`src/rtl/psum_requant.sv`:
```
// psum_requant: the downstream end of the MAC psum path.
// It accumulates NUM_ACC signed psums into one output pixel. It then applies ReLU,
// an arithmetic right shift and unsigned saturation, and produces an ACT_BW-bit activation.
// Optional feature macro: PSUM_REQUANT_ROUND_EN. When it is defined, the block rounds
// half-up before the shift.
module psum_requant #(
    parameter int PSUM_BW = 16,
    parameter int ACT_BW  = 4,
    parameter int ACC_BW  = 20,
    parameter int NUM_ACC = 9
) (
    input  logic               clk,
    input  logic               reset_n,
    input  logic               clear,
    input  logic [3:0]         shift,
    input  logic               in_valid,
    output logic               in_ready,
    input  logic [PSUM_BW-1:0] in_psum,
    output logic               out_valid,
    input  logic               out_ready,
    output logic [ACT_BW-1:0]  out_act,
    output logic               busy
);

    localparam int CNT_BW = (NUM_ACC > 1) ? $clog2(NUM_ACC) : 1;
    localparam logic [CNT_BW-1:0] LAST_CNT = CNT_BW'(NUM_ACC - 1);
    localparam logic [ACC_BW:0] MAX_ACT = (ACC_BW + 1)'((1 << ACT_BW) - 1);

    typedef enum logic {
        ACCUM,
        EMIT
    } state_t;

    state_t                    state, state_nxt;
    logic signed [ACC_BW-1:0]  acc, acc_nxt;
    logic [CNT_BW-1:0]         count, count_nxt;
    logic                      valid_nxt;
    logic [ACT_BW-1:0]         act_nxt;
    logic signed [ACC_BW-1:0]  psum_ext;
    logic signed [ACC_BW-1:0]  sum;

    // Convert a final accumulator value into an activation.
    // Negative values clamp to zero. The value is optionally rounded, shifted,
    // and then saturated to the activation range.
    function automatic logic [ACT_BW-1:0] requant(input logic signed [ACC_BW-1:0] s,
                                                   input logic [3:0] sh);
        logic [ACC_BW:0] t;
        logic [ACC_BW:0] r;
        if (s[ACC_BW-1]) begin
            return '0;
        end
        t = {1'b0, s};
`ifdef PSUM_REQUANT_ROUND_EN
        if (sh != 4'd0) begin
            t = t + ((ACC_BW + 1)'(1) << (sh - 4'd1));
        end
`endif
        r = t >> sh;
        if (r > MAX_ACT) begin
            return '1;
        end
        return r[ACT_BW-1:0];
    endfunction

    assign psum_ext = ACC_BW'(signed'(in_psum));
    assign sum      = acc + psum_ext;
    assign in_ready = (state == ACCUM) | out_ready;
    assign busy     = (count != '0) | out_valid;

    // Next-state logic for the accumulate/emit controller and its datapath.
    // clear overrides everything else.
    always_comb begin
        state_nxt = state;
        acc_nxt   = acc;
        count_nxt = count;
        valid_nxt = out_valid;
        act_nxt   = out_act;
        if (clear) begin
            state_nxt = ACCUM;
            acc_nxt   = '0;
            count_nxt = '0;
            valid_nxt = 1'b0;
        end else begin
            case (state)
                ACCUM: begin
                    if (in_valid) begin
                        if (count == LAST_CNT) begin
                            act_nxt   = requant(sum, shift);
                            valid_nxt = 1'b1;
                            acc_nxt   = '0;
                            count_nxt = '0;
                            state_nxt = EMIT;
                        end else begin
                            acc_nxt   = sum;
                            count_nxt = count + CNT_BW'(1);
                        end
                    end
                end
                EMIT: begin
                    if (out_ready) begin
                        valid_nxt = 1'b0;
                        state_nxt = ACCUM;
                        if (in_valid) begin
                            if (NUM_ACC == 1) begin
                                act_nxt   = requant(psum_ext, shift);
                                valid_nxt = 1'b1;
                                state_nxt = EMIT;
                            end else begin
                                acc_nxt   = psum_ext;
                                count_nxt = CNT_BW'(1);
                            end
                        end
                    end
                end
                default: begin
                    state_nxt = ACCUM;
                end
            endcase
        end
    end

    // State and datapath registers, returned to idle by the asynchronous reset.
    always_ff @(posedge clk or negedge reset_n) begin
        if (!reset_n) begin
            state     <= ACCUM;
            acc       <= '0;
            count     <= '0;
            out_valid <= 1'b0;
            out_act   <= '0;
        end else begin
            state     <= state_nxt;
            acc       <= acc_nxt;
            count     <= count_nxt;
            out_valid <= valid_nxt;
            out_act   <= act_nxt;
        end
    end

endmodule
```
`config.mk`:
```
export PLATFORM = sky130hd
export DESIGN_NAME = psum_requant
export DESIGN_NICKNAME = d
export VERILOG_FILES = /design/src/rtl/psum_requant.sv
export SDC_FILE = /design/constraint.sdc
export NUM_CORES = 1
export LEC_CHECK = 0
export BUFFER_PORTS_ARGS = -buffer_cell sky130_fd_sc_hd__buf_2
export CAP_MARGIN = 20
export CORE_AREA = 2 2 103 105
export CTS_CLUSTER_DIAMETER = 30
export DETAILED_ROUTE_END_ITERATION = 6
export DIE_AREA = 0 0 105 107
export GPL_ROUTABILITY_DRIVEN = 0
export PLACE_DENSITY_LB_ADDON = 0.08
export SETUP_SLACK_MARGIN = 0.3
export SLEW_MARGIN = 20
export SYNTH_ARGS = -nofsm -noshare
export SYNTH_HDL_FRONTEND = slang
export SYNTH_SLANG_ARGS = --single-unit
```
`constraint.sdc`:
```
create_clock -name clk -period 4.83 [get_ports clk]
set_clock_uncertainty 0.1 [all_clocks]
set_input_delay 0 -clock clk [delete_from_list [all_inputs] [get_ports clk]]
set_output_delay 0 -clock clk [all_outputs]
set_load 0.01 [all_outputs]
```
==> impl_metrics.json <==
{
  "status": "completed",
  "syn2layout_area_growth_pct": 15.7,
  "ys_ff_latch": 30,
  "dp_hpwl_mm": 8.43,
  "maxCapViolCount": 0,
  "hold_ws_ns": 0.0668,
  "holdCritPathClass": "in -> reg",
  "hold_buffers": 19,
  "post_drt_wl_per_cell_um": 17.7,
  "syn_area_per_cell_um2": 7.67,
  "clockRootBuffer": "clkbuf_8",
  "cts-resized-gates": 0,
  "synth_top_area_share": 0.217,
  "die_area_mm2": 0.0112,
  "via_count": 3582,
  "dpl.cell_count": 597,
  "path_max_fanout": 5,
  "synthesis.nets": 499,
  "antenna_found_initial": 0,
  "die_y_um": 107,
  "synth_edf_count": 0,
  "cts_tree": "done",
  "grt_start_max_net_pins": 31,
  "ir_worst_vdd_mv": 0.189,
  "portBuffers": 31,
  "finalSetupViolCount": 0,
  "yosysMostFrequentCell": "nand2_1",
  "viasPerCell": 5.73,
  "drv_slew": 0,
  "cts_inserted_buffers": 5,
  "p_total_mw": 2.10,
  "worstSetupPathType": "reg -> reg",
  "power_leakage_nw": 1.77,
  "drc_errors": 0,
  "worst_slack_ns": 0.695,
  "synth_area_leaders": "dfrtp_1 22%, ha_1 7.6%, nand2_1 6.3%",
  "worst-slew-pin-transition_ns": 0.881,
  "worst_ep_required_time_ns": 4.87,
  "detail-route-antenna-nets": 0,
  "yosys_warnings": 0,
  "hold_viol_final": 0,
  "syn_area_mm2": 0.00347,
  "synth_cell_types": 67,
  "drt_first_pass_iters": 5,
  "grt-ovfl-total": 0,
  "ys_seq_area_frac": 0.217,
  "critPathLaunchType": "flop",
  "maxSlewHeadroom": 0.397,
  "synth_common_cells": "58 x nand2_1, 36 x a21oi_1, 36 x nor2_1",
  "setup_tns_ns": 0,
  "pwr_density_cell_mw_per_mm2": 523,
  "wl_mm": 11.1,
  "die_x_um": 105,
  "synth_flop_cell": "dfrtp_1",
  "n_antenna_cell": 0,
  "h-tree-depth": 2,
  "boundaryPins": 32,
  "grt_pass1_vias": 3497,
  "async_flop_share": 1.00,
  "clock_path_buffers": 2,
  "start_util": 0.343,
  "syn_inst": 452,
  "clk_latency_ns": 0.29,
  "worstPathArrival_ns": 4.18,
  "cp-end-kind": "flop",
  "core-area_mm2": 0.0101,
  "max_freq_mhz": 242,
  "drt_iter0_markers": 305,
  "pre_cts_slack_ns": 0.743,
  "rsz0062_at_grt": "no",
  "instances_no_fill": 625,
  "rows": 37,
  "clkTransAtPathRegs_ns": 0.08,
  "drive_above_1_share": 0.149,
  "post_cts_buffers": 0,
  "grt_usage": 0.206,
  "nets": 535,
  "clock-sinks": 30,
  "period_needed_ns": 4.13,
  "grt_pass1_wl_mm": 18.4,
  "finalCritPeriodShare": 0.856,
  "synth_top_cell_by_area": "dfrtp_1"
}
==> registers in the layout, summed over array words and instances (netlist names) <==
| register | cells |
|---|---|
| out_act | 4 |
| count | 4 |
| state | 1 |
| out_valid | 1 |
| acc | 20 |
==> metrics by stage <==
step | util | instance area, um2
global placement | 0.368 | 3720
floorplan | - | 3470
detailed placement | 0.368 | 3720
finish | 0.397 | 4010
CTS | 0.396 | 4000
global route | 0.397 | 4010
==> kinds of logic after synthesis <==
kind of cell               synth area share
xor gates and xnor gates             0.0303
DFF                                   0.217
muxes                                0.0646
adders and majority gates            0.0816
and+or+nand+nor                       0.247
AOI/OAI and AO/OA                     0.313
buffers and inverters                0.0469
==> path summary, 6_finish.rpt <==
path	startpoint	end	slack [ns]	depth (start not counted)
max in group asynchronous	reset_n	acc[7]$_DFFE_PN0P_	3.93	2
worst min register to register	acc[16]$_DFFE_PN0P_	acc[16]$_DFFE_PN0P_	0.41	2
worst max register to register	acc[0]$_DFFE_PN0P_	out_act[2]$_DFFE_PN0P_	0.70	13
min in group asynchronous	reset_n	out_valid$_DFFE_PN0P_	0.20	2
worst min-delay path	in_valid	state$_DFF_PN0_	0.07	4
worst max-delay path	acc[0]$_DFFE_PN0P_	out_act[2]$_DFFE_PN0P_	0.70	13
==> area by class of cell <==
| cell class | count | area (um2) |
|---|---|---|
| tap | 136 | 170 |
| inverter | 17 | 63.8 |
| multi-input combinational | 381 | 2560 |
| clock inverter | 2 | 12.5 |
| fill | 1091 | 6080 |
| sequential | 30 | 751 |
| clock buffer | 6 | 82.6 |
| timing repair buffer | 53 | 368 |
==> cells in the final DEF (no fill, tap or decap), types with 4 or more instances in the layout <==
cell type       n
nor2_1         36
nand3_1        13
clkbuf_8        6
and3_1          6
inv_1          15
mux4_2          4
o21ai_0        32
dfrtp_1        30
or3_1           4
a21o_1         10
xor2_1          8
o22ai_1         6
nand2b_1        6
nand4_1         6
a221o_1         7
xnor2_1         4
a211oi_1        6
buf_2          31
dlygate4sd3_1  19
a31oi_1         7
a21oi_1        35
mux2i_1        10
a22oi_1        12
nor3_1         12
nand2_1        58
or2_2           8
ha_1           21
==> per-layer routing <==
layer,GRT usage,part of all wire
met4,0.0495,0.011
met5,0,0
met3,0.0243,0.044
met1,0.280,0.47
met2,0.351,0.48
==> report_power, final <==
group / leakage, nW / internal (mW) / switching [mW]
combinational: 1.32 / 0.595 / 0.908
clock: 0.0472 / 0.115 / 0.114
sequential: 0.397 / 0.321 / 0.0428
total: 1.77 / 1.03 / 1.06
==> critical path: stages, from the launching register on <==
cell and delay [ns]:
dfrtp_1 0.35, ha_1 0.16, inv_1 0.05, fa_1 0.38
nand2b_1 0.19, a21o_1 0.18, a22o_1 0.24, o31ai_1 0.49
xor2_1 0.19, a221o_1 0.39, or2_1 0.23, or3_1 0.34
a222oi_1 0.53, a31oi_1 0.14
Note: power is estimated with default switching activity, not from simulation.
